--- src/rtl/fetch_pkg.sv ---
// Shared definitions for the instruction-fetch sequencer.
//
// Contents:
//   FETCH_XLEN         datapath / PC width used by the fetch entry struct
//   FETCH_IMEM_ADDR_W  instruction-memory word-index width (256 words)
//   FETCH_RESET_PC     PC loaded on reset (word-aligned)
//   fetch_state_e      RUN / HALT sequencer state
//   fetch_entry_t      one buffered instruction word tagged with its byte PC
package fetch_pkg;

    localparam int FETCH_XLEN        = 32;
    localparam int FETCH_IMEM_ADDR_W = 8;
    localparam logic [FETCH_XLEN-1:0] FETCH_RESET_PC = 32'h0000_0000;

    typedef enum logic {
        RUN  = 1'b0,
        HALT = 1'b1
    } fetch_state_e;

    typedef struct packed {
        logic [FETCH_XLEN-1:0] pc;
        logic [FETCH_XLEN-1:0] instr;
    } fetch_entry_t;

endpackage

--- src/rtl/fetch_if.sv ---
// Bus bundle between the fetch sequencer and its environment.
//
// Signals:
//   imem_addr      word index presented to the instruction memory
//   imem_rdata     registered memory read data (valid one cycle after address)
//   redirect_valid branch/jump taken this cycle
//   redirect_pc    byte target PC of the redirect
//   out_valid      instruction available to decode
//   out_ready      decode accepts the current instruction
//   out_instr      instruction word
//   out_pc         byte PC of out_instr
//
// Modports:
//   master  the fetch sequencer side
//   slave   memory / branch unit / decode side
interface fetch_if #(
    parameter int XLEN = 32
);
    logic [XLEN-1:0] imem_addr;
    logic [XLEN-1:0] imem_rdata;
    logic            redirect_valid;
    logic [XLEN-1:0] redirect_pc;
    logic            out_valid;
    logic            out_ready;
    logic [XLEN-1:0] out_instr;
    logic [XLEN-1:0] out_pc;

    modport master (
        output imem_addr,
        input  imem_rdata,
        input  redirect_valid,
        input  redirect_pc,
        output out_valid,
        input  out_ready,
        output out_instr,
        output out_pc
    );

    modport slave (
        input  imem_addr,
        output imem_rdata,
        output redirect_valid,
        output redirect_pc,
        input  out_valid,
        output out_ready,
        input  out_instr,
        input  out_pc
    );
endinterface

--- src/rtl/fetch_skid_fifo.sv ---
// Two-entry skid FIFO holding fetched words tagged with their PC.
//
// Ports:
//   clk        clock
//   reset      asynchronous active-high reset
//   push       write push_data this cycle
//   push_data  entry to write
//   pop        consume the head entry this cycle
//   flush      synchronous clear; discards contents and any same-cycle push
//   count      number of valid entries (0..2)
//   head       oldest entry, all zeros when empty
module fetch_skid_fifo
    import fetch_pkg::*;
(
    input  logic         clk,
    input  logic         reset,
    input  logic         push,
    input  fetch_entry_t push_data,
    input  logic         pop,
    input  logic         flush,
    output logic [1:0]   count,
    output fetch_entry_t head
);

    fetch_entry_t entry_reg [2];
    logic         rd_ptr_reg;
    logic         wr_ptr_reg;
    logic [1:0]   count_reg;

    logic do_pop;
    logic do_push;

    // Guards keep the pointers consistent even if a caller misbehaves;
    // the fetch controller never pushes into a full FIFO without a pop.
    always_comb begin
        do_pop  = pop && (count_reg != 2'd0);
        do_push = push && ((count_reg != 2'd2) || do_pop);
    end

    generate
        for (genvar gi = 0; gi < 2; gi++) begin : g_entry
            always_ff @(posedge clk or posedge reset) begin
                if (reset) begin
                    entry_reg[gi] <= '0;
                end else if (do_push && !flush && (wr_ptr_reg == 1'(gi))) begin
                    entry_reg[gi] <= push_data;
                end
            end
        end
    endgenerate

    always_ff @(posedge clk or posedge reset) begin
        if (reset) begin
            rd_ptr_reg <= 1'b0;
            wr_ptr_reg <= 1'b0;
            count_reg  <= 2'd0;
        end else if (flush) begin
            // A same-cycle pop has already been seen by decode; dropping
            // everything here is equivalent to "pop, then clear".
            rd_ptr_reg <= 1'b0;
            wr_ptr_reg <= 1'b0;
            count_reg  <= 2'd0;
        end else begin
            if (do_push) begin
                wr_ptr_reg <= ~wr_ptr_reg;
            end
            if (do_pop) begin
                rd_ptr_reg <= ~rd_ptr_reg;
            end
            count_reg <= count_reg + {1'b0, do_push} - {1'b0, do_pop};
        end
    end

    always_comb begin
        count = count_reg;
        head  = '0;
        if (count_reg != 2'd0) begin
            head = entry_reg[rd_ptr_reg];
        end
    end

endmodule

--- src/rtl/fetch_ctrl.sv ---
// Instruction-fetch sequencer for a synchronous-read instruction memory.
//
// Owns the PC, presents one word address per cycle, tags each returning
// word with the PC it was fetched from and buffers it in a 2-entry skid
// FIFO so decode can stall. Redirects flush buffered and in-flight words;
// a misaligned redirect target halts fetch and raises a sticky fault.
//
// Ports:
//   clk     clock
//   reset   asynchronous active-high reset
//   enable  permit new fetches (buffered / in-flight words still drain)
//   bus     fetch_if master: imem_addr/imem_rdata, redirect_valid/redirect_pc,
//           out_valid/out_ready/out_instr/out_pc
//   fault   sticky misaligned-redirect flag, cleared only by reset
//
// XLEN must match fetch_pkg::FETCH_XLEN and the width of the bus interface.
module fetch_ctrl
    import fetch_pkg::*;
#(
    parameter int              XLEN        = FETCH_XLEN,
    parameter logic [XLEN-1:0] RESET_PC    = FETCH_RESET_PC,
    parameter int              IMEM_ADDR_W = FETCH_IMEM_ADDR_W
) (
    input  logic     clk,
    input  logic     reset,
    input  logic     enable,
    fetch_if.master  bus,
    output logic     fault
);

    fetch_state_e    state_reg,    state_next;
    logic [XLEN-1:0] pc_reg,       pc_next;
    logic            inflight_reg, inflight_next;
    logic [XLEN-1:0] req_pc_reg,   req_pc_next;
    logic            fault_reg,    fault_next;

    logic [1:0]   fifo_count;
    fetch_entry_t fifo_head;
    fetch_entry_t fifo_push_data;
    logic         fifo_push;
    logic         fifo_pop;
    logic         fifo_flush;

    logic         pop;
    logic         take_redirect;
    logic         misaligned;
    logic         issue;
    logic [2:0]   occupancy;

    // The memory samples imem_addr on every edge; only the issue flag
    // decides whether that read is tracked as a real fetch.
    assign bus.imem_addr = {{(XLEN-IMEM_ADDR_W){1'b0}}, pc_reg[IMEM_ADDR_W+1:2]};

    always_comb begin
        bus.out_valid = (state_reg == RUN) && (fifo_count != 2'd0);
        bus.out_instr = fifo_head.instr;
        bus.out_pc    = fifo_head.pc;
    end

    assign fault = fault_reg;

    always_comb begin
        state_next    = state_reg;
        pc_next       = pc_reg;
        inflight_next = 1'b0;
        req_pc_next   = req_pc_reg;
        fault_next    = fault_reg;

        pop           = bus.out_valid && bus.out_ready;
        take_redirect = (state_reg == RUN) && bus.redirect_valid;
        misaligned    = (bus.redirect_pc[1:0] != 2'b00);

        // Slots committed after this cycle: buffered + returning - leaving.
        // Issuing only while this is below 2 keeps count + inflight <= 2.
        occupancy = {1'b0, fifo_count} + {2'b00, inflight_reg} - {2'b00, pop};
        issue     = (state_reg == RUN) && enable && !bus.redirect_valid
                    && (occupancy < 3'd2);

        fifo_push              = inflight_reg;
        fifo_push_data.pc      = req_pc_reg;
        fifo_push_data.instr   = bus.imem_rdata;
        fifo_pop               = pop;
        fifo_flush             = take_redirect;

        if (issue) begin
            inflight_next = 1'b1;
            req_pc_next   = pc_reg;
            pc_next       = pc_reg + XLEN'(4);
        end

        // Redirect drops the word returning this cycle (flush wins over the
        // push) and leaves inflight clear so nothing stale arrives later.
        if (take_redirect) begin
            inflight_next = 1'b0;
            if (misaligned) begin
                state_next = HALT;
                fault_next = 1'b1;
            end else begin
                pc_next = bus.redirect_pc;
            end
        end
    end

    always_ff @(posedge clk or posedge reset) begin
        if (reset) begin
            state_reg    <= RUN;
            pc_reg       <= RESET_PC;
            inflight_reg <= 1'b0;
            req_pc_reg   <= '0;
            fault_reg    <= 1'b0;
        end else begin
            state_reg    <= state_next;
            pc_reg       <= pc_next;
            inflight_reg <= inflight_next;
            req_pc_reg   <= req_pc_next;
            fault_reg    <= fault_next;
        end
    end

    fetch_skid_fifo u_fifo (
        .clk       (clk),
        .reset     (reset),
        .push      (fifo_push),
        .push_data (fifo_push_data),
        .pop       (fifo_pop),
        .flush     (fifo_flush),
        .count     (fifo_count),
        .head      (fifo_head)
    );

endmodule
--- src/flat_wrapper.sv ---
// flat-port wrapper written by rule: the top's interface ports become plain ports
module fetch_ctrl_flat import fetch_pkg::*;
#(
    parameter int              XLEN        = FETCH_XLEN,
    parameter logic [XLEN-1:0] RESET_PC    = FETCH_RESET_PC,
    parameter int              IMEM_ADDR_W = FETCH_IMEM_ADDR_W
)
  (clk, reset, enable, fault, bus_imem_addr, bus_imem_rdata, bus_redirect_valid, bus_redirect_pc, bus_out_valid, bus_out_ready, bus_out_instr, bus_out_pc);
  fetch_if #(.XLEN(XLEN)) bus_i ();
  input  logic clk;
  input  logic reset;
  input  logic enable;
  output logic fault;
  output wire logic [$bits(bus_i.imem_addr)-1:0] bus_imem_addr;
  input wire logic [$bits(bus_i.imem_rdata)-1:0] bus_imem_rdata;
  input wire logic [$bits(bus_i.redirect_valid)-1:0] bus_redirect_valid;
  input wire logic [$bits(bus_i.redirect_pc)-1:0] bus_redirect_pc;
  output wire logic [$bits(bus_i.out_valid)-1:0] bus_out_valid;
  input wire logic [$bits(bus_i.out_ready)-1:0] bus_out_ready;
  output wire logic [$bits(bus_i.out_instr)-1:0] bus_out_instr;
  output wire logic [$bits(bus_i.out_pc)-1:0] bus_out_pc;
  assign bus_imem_addr = bus_i.imem_addr;
  assign bus_i.imem_rdata = bus_imem_rdata;
  assign bus_i.redirect_valid = bus_redirect_valid;
  assign bus_i.redirect_pc = bus_redirect_pc;
  assign bus_out_valid = bus_i.out_valid;
  assign bus_i.out_ready = bus_out_ready;
  assign bus_out_instr = bus_i.out_instr;
  assign bus_out_pc = bus_i.out_pc;
  fetch_ctrl #(.XLEN(XLEN), .RESET_PC(RESET_PC), .IMEM_ADDR_W(IMEM_ADDR_W)) u_core (.clk(clk), .reset(reset), .enable(enable), .bus(bus_i), .fault(fault));
endmodule
--- config.mk ---
export PLATFORM = sky130hd
export DESIGN_NAME = fetch_ctrl_flat
export DESIGN_NICKNAME = d
export VERILOG_FILES = /design/src/rtl/fetch_pkg.sv /design/src/rtl/fetch_if.sv /design/src/rtl/fetch_skid_fifo.sv /design/src/rtl/fetch_ctrl.sv /design/src/flat_wrapper.sv
export SDC_FILE = /design/constraint.sdc
export NUM_CORES = 1
export LEC_CHECK = 0
export CELL_PAD_IN_SITES_DETAIL_PLACEMENT = 1
export CELL_PAD_IN_SITES_GLOBAL_PLACEMENT = 1
export CORE_MARGIN = 2
export CORE_UTILIZATION = 42
export DETAILED_ROUTE_END_ITERATION = 10
export GPL_ROUTABILITY_DRIVEN = 0
export MAX_ROUTING_LAYER = met4
export PLACE_DENSITY_LB_ADDON = 0.1
export SLEW_MARGIN = 10
export SYNTH_ARGS = -nofsm -noshare
export SYNTH_HDL_FRONTEND = slang
export SYNTH_HIERARCHICAL = 1
export SYNTH_SLANG_ARGS = --single-unit
--- constraint.sdc ---
create_clock -name clk -period 6.3 [get_ports clk]
set_clock_uncertainty 0.2 [all_clocks]
set_input_delay 0.945 -clock clk [delete_from_list [all_inputs] [get_ports clk]]
set_output_delay 0.945 -clock clk [all_outputs]
set_load 0.005 [all_outputs]
==> metrics.md <==
| Metric | Value |
|---|---|
| Finished Layout Cells | 1,221 |
| Yosys cell types | 39 |
| Area leader, netlist | dfrtp_1 |
| H-tree depth | 4 |
| Design area | between 10,000 and 15,000 um2 |
| Crit path buf inv count | 1 |
| Area Growth Syn to Fin | 21.58% |
| Data required, critical path | 6.44 ns |
| Hold endpoint | u_core/req_pc_reg[0]$_DFFE_PP0N_ |
| Cell area after synthesis | ~9500 um2 |
| Initial Utilization | 43.10% |
| Root Buffer | clkbuf_16 |
| Finished Core Util | 52.40% |
| CTS Buf Count | 17 |
| Fill count | 2,327 |
| Hpwl dp | between 10,000 and 15,000 um |
| Fin crit share | between 60 and 70% |
| Register Area | 4959 um2 |
| Number of top-level pins | 167 |
| Worst slew margin | 19.83% |
| Wire length of the first global-routing pass | ~37,000 um |
| Starting DRT DRC Count | 238 |
| Worst Hold Class | reg2reg |
| I/O Buffers | ~140 |
| Largest register FFs | 128 |
| Avg Vias per Cell | 5.119 |
| Mapped Cells | slightly above 800 |
| Crit start category | input pin |
| Die Area | between 20,000 and 25,000 um2 |
| RSZ-0062 raised after global routing | false |
| Clock transition at path regs | around 0.080 ns |
| DR WL/cell | 18.56 um |
| RR Startpoint | u_core/u_fifo/count[1]$_DFF_PP0_ |
| CTS sink cnt | about 200 |
| P_leak | just over 5 nW |
| Placed Area | 10,920 um2 |
| Placed Cells | 1,189 |
| Synth Flop Type | dfrtp_1 |
| Worst Path Arrival | 4.30 ns |
| Worst path slowest cell | nand4_1 |
| Hold Startpoint | u_core/pc_reg[0]$_DFFE_PP0P_ |
| Die height | ~150 um |
| Asr flop ratio synth | 100.0% |
| Slowest Stage Delay on Critical Path | ~0.55 ns |
| Total gr overflow | 0 |
| Status | finished, final reports clean |
| Clk_lat worst skew | 0.43 ns |
| Antenna Nets Post-Route | 0 |
| Layout net count | 1,002 |
| Ant. Diodes | 0 |
| Cts repair resizes | 0 |
| Seq cells post-synth | 198 |
| Share of layout cells above drive strength 1 | 18.17% |
| Mean Syn Cell Area | 11.64 um2 |
| Final Max Slew Viols | 0 |
| Reg-to-reg slack, setup | 2.35 ns |
| Worst-Margin Slew | 1.203 ns |
| Setup_tns | 0 ns |
| Vias in the first global route | 6,848 |
| Final min period | 4.154 ns |
| Max-cap viol count | 0 |
| Crit-path leading delay family | simple AND/OR/NAND/NOR gates |
| Critical Path Fanout Max | 11 |
| Initial antenna violation count | 0 |
| RR Endpoint | u_core/pc_reg[31]$_DFF_PP0_ |
| Area of the multi-input gates | just over 4000 um2 |
| Drc violations | 0 |
| GRT Total Usage | 20.33% |
| Synth top area share | 52.35% |
| Hold-critical path depth | 2 |
| WS Path Type | in2reg |
| Post-synth EDFFs | 0 |
| Core area | 21,960 um2 |
| Sequential cell area fraction in the yosys report | 52.35% |
| TritonRoute pass-1 iters | 7 |
| Row count | 54 |
| CTS tree | done |
| Synth area leaders | dfrtp_1 52%, mux2_4 9.5%, mux2_2 7.7%, mux2i_1 6.8%, nand2_1 5.0% |
| Final hold vios | 0 |
| Cell breakdown of the critical path | clkdlybuf4s50_1, and2_1, ha_1, nand2b_1, fa_1, xnor2_1, nand4_1, or2_1, or4_1, a31oi_1 |
| Power per Cell Area | 249.6 nW/um2 |
| Synth warnings | 6 |
| R2R depth | 11 |
| Largest net degree at the start of global routing | 98 |
| Clk buf depth | 2 |
| Total Wirelength | 22,660 um |
| DR vias | 6,250 |
| IR drop worst, VDD | about 0.18 mV |
| Setup bufs post-CTS | 0 |
| Die X | 154.1 um |
| Max Fclk | 0.2407 GHz |
| Final setup viols | 0 |
| Hold bufs inserted after CTS | 0 |
| Kind of end point of the critical path | register |
where the power goes:
part	switching (mW)	internal [mW]	total, mW
sequential	0.0808	1.35	1.43
combinational	0.177	0.186	0.364
clock	0.505	0.570	1.08
total	0.763	2.11	2.87
how the worst max path moves through the flow:
stage | startpoint | endpoint | slack (ns) | cells past startpoint
floorplan | reset | u_core/u_fifo/count[0]$_DFF_PP0_ | 1.63 | 1
global placement | bus_out_ready | u_core/pc_reg[31]$_DFF_PP0_ | 1.91 | 10
detailed placement | bus_out_ready | u_core/pc_reg[6]$_DFF_PP0_ | 1.77 | 11
CTS | bus_out_ready | u_core/pc_reg[6]$_DFF_PP0_ | 2.15 | 11
global route | bus_out_ready | u_core/pc_reg[6]$_DFF_PP0_ | 1.94 | 11
finish | bus_out_ready | u_core/pc_reg[31]$_DFF_PP0_ | 2.15 | 10
layer usage:
metal | global-route usage, % | up-vias | wire length (um)
met2 | 34.32 | 151 | 11410
met1 | 25.97 | 3176 | 10190
met5 | - | - | 0
met4 | 4.806 | 0 | 212
li1 | - | 2905 | -
met3 | 3.044 | 18 | 847
logic make-up (layout without fill, tap and decap cells):
| group | count (synthesis) | count (layout) | share of synthesized area, % |
|---|---|---|---|
| mux | 193 | 193 | 24.50 |
| xor+xnor | 32 | 32 | 2.961 |
| fa+ha+maj | 5 | 5 | 0.7404 |
| flops | 198 | 198 | 52.35 |
| simple gates | 256 | 256 | 11.58 |
| buf+inv | 89 | 194 | 5.672 |
| other cells | 1 | 24 | 0.03962 |
| compound gates | 39 | 39 | 2.155 |
worst min-delay path, stage by stage, from the launching register on:
cell,delay [ns]
dfrtp_1,0.34
nand2_1,0.05
nand2_1,0.05
through the flow:
step / hold WS [ns] / setup slack (ns) / total power, mW
after floorplan: 0.2304 / 1.629 / 1.650
after global placement: 0.2487 / 1.908 / 1.803
after detailed placement: 0.2520 / 1.766 / 1.825
after CTS: 0.2763 / 2.151 / 2.916
after global routing: 0.3045 / 1.943 / 3.008
final: 0.2796 / 2.146 / 2.872
final cells by class:
| cell class | count | share of cell area (%) |
|---|---|---|
| clock buffers | 19 | 3.850 |
| clock inverters | 13 | 1.207 |
| inverters | 13 | 0.4676 |
| multi-input cells | 549 | 35.53 |
| flip-flops and latches | 198 | 43.09 |
| well taps | 280 | 3.045 |
| repair buffers | 149 | 12.81 |
cell usage after synthesis, types with 4 or more instances:
cell and instances:
nor2_1 79, mux2i_1 64, nand2_1 125, and3_1 4
xor2_1 6, o21ai_0 30, mux2_2 65, inv_1 13
nand3_1 7, buf_1 4, and4_1 4, nor4_1 8
clkbuf_1 19, nand4_1 7, nor3_1 9, buf_2 9
mux2_1 4, buf_4 37, ha_1 4, buf_6 7
xnor2_1 26, mux2_4 60, dfrtp_1 198
cell usage in the layout, fill, tap and decap left out, types with 3 or more instances in the layout:
cell type,instances
o21ai_1,3
and3_1,4
nor2_1,78
clkinv_4,4
conb_1,24
mux2_2,65
nand3_1,6
mux2i_1,64
clkdlybuf4s50_1,142
ha_1,4
buf_4,7
nand2_1,125
nor3_1,9
mux2_4,60
nor4_1,8
mux2_1,4
nand4_1,7
xnor2_1,26
and2_1,3
inv_1,11
dfrtp_1,197
xor2_1,6
o21ai_0,30
and4_1,4
inv_8,4
clkbuf_16,17
(Power assumes the default switching activity.)
